--- config.mk ---
export PLATFORM = sky130hd
export DESIGN_NAME = load_store_unit
export DESIGN_NICKNAME = d
export VERILOG_FILES = /design/src/rtl/lsu_pkg.sv /design/src/rtl/lsu_align.sv /design/src/rtl/load_store_unit.sv
export SDC_FILE = /design/constraint.sdc
export NUM_CORES = 1
export LEC_CHECK = 0
export ABC_AREA = 1
export CORE_ASPECT_RATIO = 0.9
export CORE_MARGIN = 2
export CORE_UTILIZATION = 35
export DETAILED_ROUTE_END_ITERATION = 8
export PLACE_DENSITY = 0.74
export SLEW_MARGIN = 20
export SYNTH_ARGS = -nofsm -noshare
export SYNTH_HDL_FRONTEND = slang
export SYNTH_SLANG_ARGS = --single-unit
--- constraint.sdc ---
create_clock -name clk_i -period 4 [get_ports clk_i]
set_clock_uncertainty 0.1 [all_clocks]
set_input_delay 1.2 -clock clk_i [delete_from_list [all_inputs] [get_ports clk_i]]
set_output_delay 1.2 -clock clk_i [all_outputs]
set_load 0.02 [all_outputs]
--- src/rtl/lsu_pkg.sv ---
// Shared funct3 codes, FSM state encodings, byte-enable base patterns and request record for the load/store unit.
// Pure declarations: no latency, no flow control.
package lsu_pkg;

   localparam logic [2:0] F3_B  = 3'b000;
   localparam logic [2:0] F3_H  = 3'b001;
   localparam logic [2:0] F3_W  = 3'b010;
   localparam logic [2:0] F3_BU = 3'b100;
   localparam logic [2:0] F3_HU = 3'b101;

   localparam logic [3:0] BE_BYTE = 4'b0001;
   localparam logic [3:0] BE_HALF = 4'b0011;
   localparam logic [3:0] BE_WORD = 4'b1111;

   typedef logic [1:0] lsu_state_t;
   localparam lsu_state_t ST_IDLE = 2'd0;
   localparam lsu_state_t ST_REQ  = 2'd1;
   localparam lsu_state_t ST_RESP = 2'd2;

   typedef struct packed {
      logic        we;
      logic [2:0]  funct3;
      logic [31:0] addr;
      logic [31:0] wdata;
   } lsu_req_t;

   function automatic logic f3_legal(input logic [2:0] f3);
      return (f3 == F3_B) || (f3 == F3_H) || (f3 == F3_W) || (f3 == F3_BU) || (f3 == F3_HU);
   endfunction

endpackage

--- src/rtl/lsu_align.sv ---
// Byte-lane steering: store replication and enables, load lane select with sign/zero extension.
// Purely combinational, zero latency; no flow control of its own.
module lsu_align
   import lsu_pkg::*;
(
   input  logic [2:0]  funct3_i,
   input  logic [1:0]  addr_lo_i,
   input  logic [31:0] wdata_i,
   input  logic [31:0] rdata_i,
   output logic [31:0] wdata_o,
   output logic [3:0]  be_o,
   output logic [31:0] rdata_o
);

   logic [7:0]  lane_b;
   logic [15:0] lane_h;
   logic        zext;

   assign zext   = funct3_i[2];
   assign lane_b = rdata_i[{addr_lo_i, 3'b000} +: 8];
   // Halfword lane follows addr[1] only, so an odd address folds onto its containing half.
   assign lane_h = rdata_i[{addr_lo_i[1], 4'b0000} +: 16];

   always_comb begin
      wdata_o = wdata_i;
      be_o    = BE_WORD;
      rdata_o = rdata_i;
      case (funct3_i[1:0])
         2'b00: begin
            be_o    = BE_BYTE << addr_lo_i;
            wdata_o = {4{wdata_i[7:0]}};
            rdata_o = {{24{~zext & lane_b[7]}}, lane_b};
         end
         2'b01: begin
            be_o    = BE_HALF << {addr_lo_i[1], 1'b0};
            wdata_o = {2{wdata_i[15:0]}};
            rdata_o = {{16{~zext & lane_h[15]}}, lane_h};
         end
         default: ;
      endcase
   end

endmodule

--- src/rtl/load_store_unit.sv ---
// Data-memory LSU: one req/ack bus transaction per load/store; min 3 cycles, +1 per ack wait; stall_o holds decode.
// Define LSU_MISALIGN_TRAP_EN to fault misaligned half/word accesses instead of silently aligning them.
module load_store_unit
   import lsu_pkg::*;
#(
   parameter int unsigned TIMEOUT_CYCLES = 255
)(
   input  logic        clk_i,
   input  logic        rst_i,
   input  logic        mem_rd_i,
   input  logic        mem_wr_i,
   input  logic [2:0]  funct3_i,
   input  logic [31:0] addr_i,
   input  logic [31:0] wdata_i,
   output logic [31:0] rdata_o,
   output logic        stall_o,
   output logic        done_o,
   output logic        err_o,
   output logic        bus_req_o,
   output logic        bus_we_o,
   output logic [31:0] bus_addr_o,
   output logic [31:0] bus_wdata_o,
   output logic [3:0]  bus_be_o,
   input  logic        bus_ack_i,
   input  logic [31:0] bus_rdata_i,
   input  logic        bus_err_i
);

   localparam int unsigned CW = (TIMEOUT_CYCLES > 1) ? $clog2(TIMEOUT_CYCLES) : 1;

   lsu_state_t    state_q, state_d;
   lsu_req_t      req_q, req_d;
   logic [CW-1:0] cnt_q, cnt_d;
   logic          ok_q, ok_d;
   logic [31:0]   rdata_q, rdata_d;

   logic          req_any, req_bad, misalign, tmo, in_req;
   logic [31:0]   al_wdata, al_rdata;
   logic [3:0]    al_be;

   assign req_any = mem_rd_i | mem_wr_i;
`ifdef LSU_MISALIGN_TRAP_EN
   assign misalign = ((funct3_i[1:0] == 2'b01) && addr_i[0]) ||
                     ((funct3_i[1:0] == 2'b10) && (addr_i[1:0] != 2'b00));
`else
   assign misalign = 1'b0;
`endif
   assign req_bad = (mem_rd_i & mem_wr_i) | ~f3_legal(funct3_i) | misalign;
   assign tmo     = (TIMEOUT_CYCLES != 0) && (cnt_q == CW'(TIMEOUT_CYCLES - 1));

   lsu_align u_align (
      .funct3_i  (req_q.funct3),
      .addr_lo_i (req_q.addr[1:0]),
      .wdata_i   (req_q.wdata),
      .rdata_i   (bus_rdata_i),
      .wdata_o   (al_wdata),
      .be_o      (al_be),
      .rdata_o   (al_rdata)
   );

   always_comb begin
      state_d = state_q;
      req_d   = req_q;
      cnt_d   = cnt_q;
      ok_d    = ok_q;
      rdata_d = rdata_q;
      case (state_q)
         ST_IDLE: begin
            cnt_d = '0;
            if (req_any) begin
               req_d.we     = mem_wr_i;
               req_d.funct3 = funct3_i;
               req_d.addr   = addr_i;
               req_d.wdata  = wdata_i;
               ok_d         = 1'b0;
               // Rejected requests still pass through RESP so the error pulse has one fixed slot.
               state_d      = req_bad ? ST_RESP : ST_REQ;
            end
         end
         ST_REQ: begin
            if (bus_err_i) begin
               ok_d    = 1'b0;
               state_d = ST_RESP;
            end else if (bus_ack_i) begin
               ok_d    = 1'b1;
               if (!req_q.we) rdata_d = al_rdata;
               state_d = ST_RESP;
            end else if (tmo) begin
               ok_d    = 1'b0;
               state_d = ST_RESP;
            end else if (TIMEOUT_CYCLES != 0) begin
               cnt_d = cnt_q + CW'(1);
            end
         end
         ST_RESP: state_d = ST_IDLE;
         default: state_d = ST_IDLE;
      endcase
   end

   always_ff @(posedge clk_i) begin
      if (rst_i) begin
         state_q <= ST_IDLE;
         req_q   <= '0;
         cnt_q   <= '0;
         ok_q    <= 1'b0;
         rdata_q <= '0;
      end else begin
         state_q <= state_d;
         req_q   <= req_d;
         cnt_q   <= cnt_d;
         ok_q    <= ok_d;
         rdata_q <= rdata_d;
      end
   end

   assign in_req      = (state_q == ST_REQ);
   assign stall_o     = in_req | ((state_q == ST_IDLE) & req_any);
   assign done_o      = (state_q == ST_RESP) & ok_q;
   assign err_o       = (state_q == ST_RESP) & ~ok_q;
   assign bus_req_o   = in_req;
   assign bus_we_o    = in_req & req_q.we;
   assign bus_addr_o  = in_req ? {req_q.addr[31:2], 2'b00} : '0;
   assign bus_wdata_o = (in_req & req_q.we) ? al_wdata : '0;
   assign bus_be_o    = in_req ? al_be : '0;
   assign rdata_o     = rdata_q;

endmodule

---- Word-level counts from Yosys, hierarchy flattened ----
Index checks and enable logic that the tools add are counted.
operators by class
  add/sub/neg operators ................... 1
  equal/unequal tests ..................... 13
  shift operators ......................... 4
  muxes and demuxes ....................... 21
  bitwise gates (word level) .............. 15
  reductions and logical operators ........ 13
operators by type and width
  cell                                             count
  case mux 32 bit (2 select lines)                 2
  two-way mux 32 bit                               2
  indexed part select 32 x 6 -> 16 bit             1
  indexed part select 32 x 6 -> 8 bit              1
  two-way mux 8 bit                                3
  case mux 8 bit (2 select lines)                  1
  two-way mux 2 bit                                5
  adder 8 x 1 -> 8 bit, second input constant      1
  == test 8 bit, second input constant             1
  != test 2 bit, second input constant             4
  case mux 4 bit (2 select lines)                  1
  AND reduction 4 bit                              2
  AND 1 bit                                        7
  == test 3 bit, second input constant             2
  inverter 1 bit                                   5
  == test 2 x 1 -> 1 bit, second input constant    2
  zero test 2 bit                                  2
  logical OR 1 bit                                 4
  two-way mux 1 bit                                4
  two-way mux 4 bit                                1
  != test 4 bit, second input constant             1
  case mux 2 bit (2 select lines)                  1
  AND reduction 2 bit                              2
  << shifter 1 x 2 -> 4 bit, first input constant  1
  9 further kinds                                  11
word-level totals
  bits in registers ....................... 111
  input bits .............................. 105
  output and inout port bits .............. 105
  word-level logic and storage cells ...... 75

---- Depth between registers and ports, before layout ----
  depth after elaboration ................. 10
  gate-level depth with buffers ........... 9
  mapped depth without buffers ............ 8

---- Hierarchy ----
From an unflattened synthesis, not the netlist that was laid out.
unflattened totals
  cells, all modules ...................... 890
  area total of the unflattened synthesis .. 5674.2 um2
by module, submodules not included
  module           instances  cells an instance  area each (um2)  seq. area each (um2)
  load_store_unit  1          655                4591.9           2222.1
  lsu_align        1          235                1082.3           0.0

---- Least setup slack after synthesis ----
Ideal clock, no wire load.
  kind .................................... input -> output
  start point ............................. input mem_wr_i
  end point ............................... output stall_o
  arrival ................................. 1.936 ns
  data required time ...................... 2.700 ns
  slack ................................... 0.764 ns
  stages .................................. 5
  buffers on the path ..................... 2
  cells stage by stage .................... or2_1 buf_2 nand2_1 buf_4 nand2_1
on the way
  cells in the longest elaborated chain, start to end .. 3
RTL lines
  item             line                    source
  start, declared  load_store_unit.sv:11   input logic mem_wr_i,
  OR 1 bit         load_store_unit.sv:41   assign req_any = mem_rd_i | mem_wr_i;
  AND 1 bit        load_store_unit.sv:117  assign stall_o = in_req | ((state_q == ST_IDLE) & req_any);
  OR 1 bit         load_store_unit.sv:117
  end, declared    load_store_unit.sv:16   output logic stall_o,
No other way between the ends.

---- Final worst setup path ----
Same ends and word-level chain as after synthesis.

==> impl_metrics.ini <==
[status]
status = completed

[global_route]
grt_max_degree = 109
grt-ovfl-total = 0
groute.usage.overall = 0.205
grt_pass1_wl_mm = 26.8
grt_pass1_vias = 5307
antenna_found_initial = 0

[route]
drc = 0
dr.pass1.iters = 5
detail_route.vias_per_cell = 4.88
drt-total-wl_mm = 16.8
drtAntennaViolNets = 0
wl_per_cell_microns = 14.4
vias = 5685
drt-initial-drc-count = 314

[clocking]
hold_buffers = 0
cts_made_buffers = 9
cts.sinks = 111
cts_setup_buffers = 0
cts-root-buf = clkbuf_16
clk_latency_ps = 350
cts_resized = 0
clk_path_buf_depth = 2
htree_levels = 3
clk_pin_slew_ps = 70
cts_tree = built

[worst_setup_path]
crit_slowest_cell = clkdlybuf4s50_1
cp_max_fo = 3
critical_path.cell_chain = clkdlybuf4s50_1 > or2_1 > nand2_4 > nand2_1 > clkdlybuf4s50_1
cp-start-kind = primary input
cp_slowest_stage_delay_ps = 560
path_common_cell = clkdlybuf4s50_1
cp.arrival_ps = 2630
crit_path_end_kind = primary output
critPathKind = in -> out
worst_ep_required_time_ps = 2700

[pwr]
finalPower_mw = 2.87
power_density_nw_per_um2 = 366
p_sw_mw = 0.880
p_sw_frac = 0.306
vdd_drop_max_mv = 0.209
leakage_nw = 3.16
power_frac_comb = 0.235
seq_power_share = 0.434
p_int_mw = 1.99
power_frac_clock = 0.331

[yosys]
postSynthCellCount = 784
synth_area_leaders = dfxtp_1 41%, a21oi_1 9.7%, o21ai_1 8.9%
synth_cell_types = 33
syn_avg_cell_area_sq_um = 6.85
yosysSeqAreaShare = 0.414
yosysTopAreaCell = dfxtp_1
synth_top_area_share = 0.414
ys_seq_elements = 111
yosysWarnings = 0
syn-cell-area_sq_um = 5370

[floorplanning]
start_util = 0.361
die_area_sq_um = 16400
die_h_microns = 122
core_sq_um = 14900
placementRows = 42
ios = 210
die_x_microns = 135

[flow_run]
drv_cap = 0

[sta]
rsz0062_at_grt = false
setup_viol = 0
slew_headroom = 0.320
fin_crit_sh = 0.982
max_freq_mhz = 255
tns_ps = 0
worst_pin_slew_ps = 1020
hold_viol_final = 0
slew_viol_final = 0
fin_crit_ps = 3930

[placed_design]
dp_hpwl_mm = 12.1
place_congestion = 0.874
port_buffers = 207

[layout]
syn_to_final_growth_pct = 45.9
finish.net_count = 1069
n_antenna_cell = 0
fin_util = 0.527
drive_gt1_frac = 0.0558

[hold_path]
hold_class = reg -> reg
## worst max-delay path, delay by kind of cell
family	cells	cell delay [ps]
simple gates	3	430
buf+inv	2	990
## power by group through the flow
stage	Combinational, mW	Clock [mW]	Sequential (mW)
4_1_cts	0.676	0.979	1.25
2_1_floorplan	0.418	0	1.27
3_3_place_gp	0.666	0	1.27
3_5_place_dp	0.673	0	1.27
6_report	0.675	0.950	1.25
5_1_grt	0.750	1.01	1.26
## cells by family (layout without fill, tap and decap cells)
| logic type | after synthesis | in the layout | synth area share |
|---|---|---|---|
| other | 1 | 2 | 0.000698 |
| adders and majority gates | 2 | 2 | 0.00466 |
| xor gates and xnor gates | 2 | 2 | 0.00326 |
| and+or+nand+nor | 263 | 263 | 0.209 |
| AOI/OAI and AO/OA | 242 | 242 | 0.241 |
| DFF | 111 | 111 | 0.414 |
| buffers and inverters | 163 | 345 | 0.128 |
## cells in the final DEF (no fill, tap or decap), types with 3 or more instances in the layout
cell             count
o21ai_0             11
a21oi_1            104
inv_2               14
nand2_2              5
clkdlybuf4s50_1    207
o211ai_1            14
clkbuf_16            9
inv_6                3
buf_4                9
o22ai_1              7
dfxtp_1            111
nand4_1              8
o21ai_1             95
a221oi_1             7
nor2_1             103
nand3_1             30
nand2_1            105
inv_1               97
a211oi_1             3
## layout make-up
cell class,instances,area [sq um]
clock inverters,5,61.3
fillers,1512,7030
inverters,112,420
repair buffers,217,2160
multi-input cells,511,2470
flip-flops and latches,111,2220
clock buffers,11,253
well taps,198,248
## registers in the layout, indices dropped and copies added, names as in the netlist
name,cells
state_q,2
req_q,68
rdata_o,32
cnt_q,8
ok_q,1
## through the flow
step                      hold WS [ps]  area (sq um)  setup slack [ps]  instances
final                              354          7840              73.8       1165
after global placement             341          7520              95.5       1149
after detailed placement           344          7520              71.0       1149
after floorplan                    331          5370               764        785
after global routing               371          7840              4.21       1165
after CTS                          356          7840              62.9       1165
## worst paths after layout
| path | start | to | slack, ps | cells past startpoint |
|---|---|---|---|---|
| worst max-delay path | mem_wr_i | stall_o | 70 | 5 |
| worst min-delay path | req_q[46]$_SDFFE_PP0P_ | req_q[46]$_SDFFE_PP0P_ | 350 | 2 |
| worst max register to register | state_q[1]$_SDFFE_PP0P_ | req_q[5]$_SDFFE_PP0P_ | 1500 | 8 |
| worst min register to register | req_q[46]$_SDFFE_PP0P_ | req_q[46]$_SDFFE_PP0P_ | 350 | 2 |
## cell usage after synthesis, drive strengths merged
master	count
a211oi	3
a21oi	105
a221oi	7
and3	1
buf	29
clkbuf	22
clkinv	1
conb	1
dfxtp	111
ha	2
inv	111
nand2	111
nand3	31
nand4	9
nor2	107
nor3	3
o211ai	14
o21ai	106
o22ai	7
or2	1
xor2	2
## metal layers
| layer | up-vias | track usage | wire length [microns] |
|---|---|---|---|
| met5 | - | 0 | 0 |
| met4 | 0 | 0.0421 | 155 |
| met3 | 10 | 0.0614 | 1260 |
| met2 | 186 | 0.334 | 7670 |
| met1 | 2576 | 0.270 | 7750 |
| li1 | 2913 | - | - |
No activity file was read; power rests on OpenSTA's default activity.
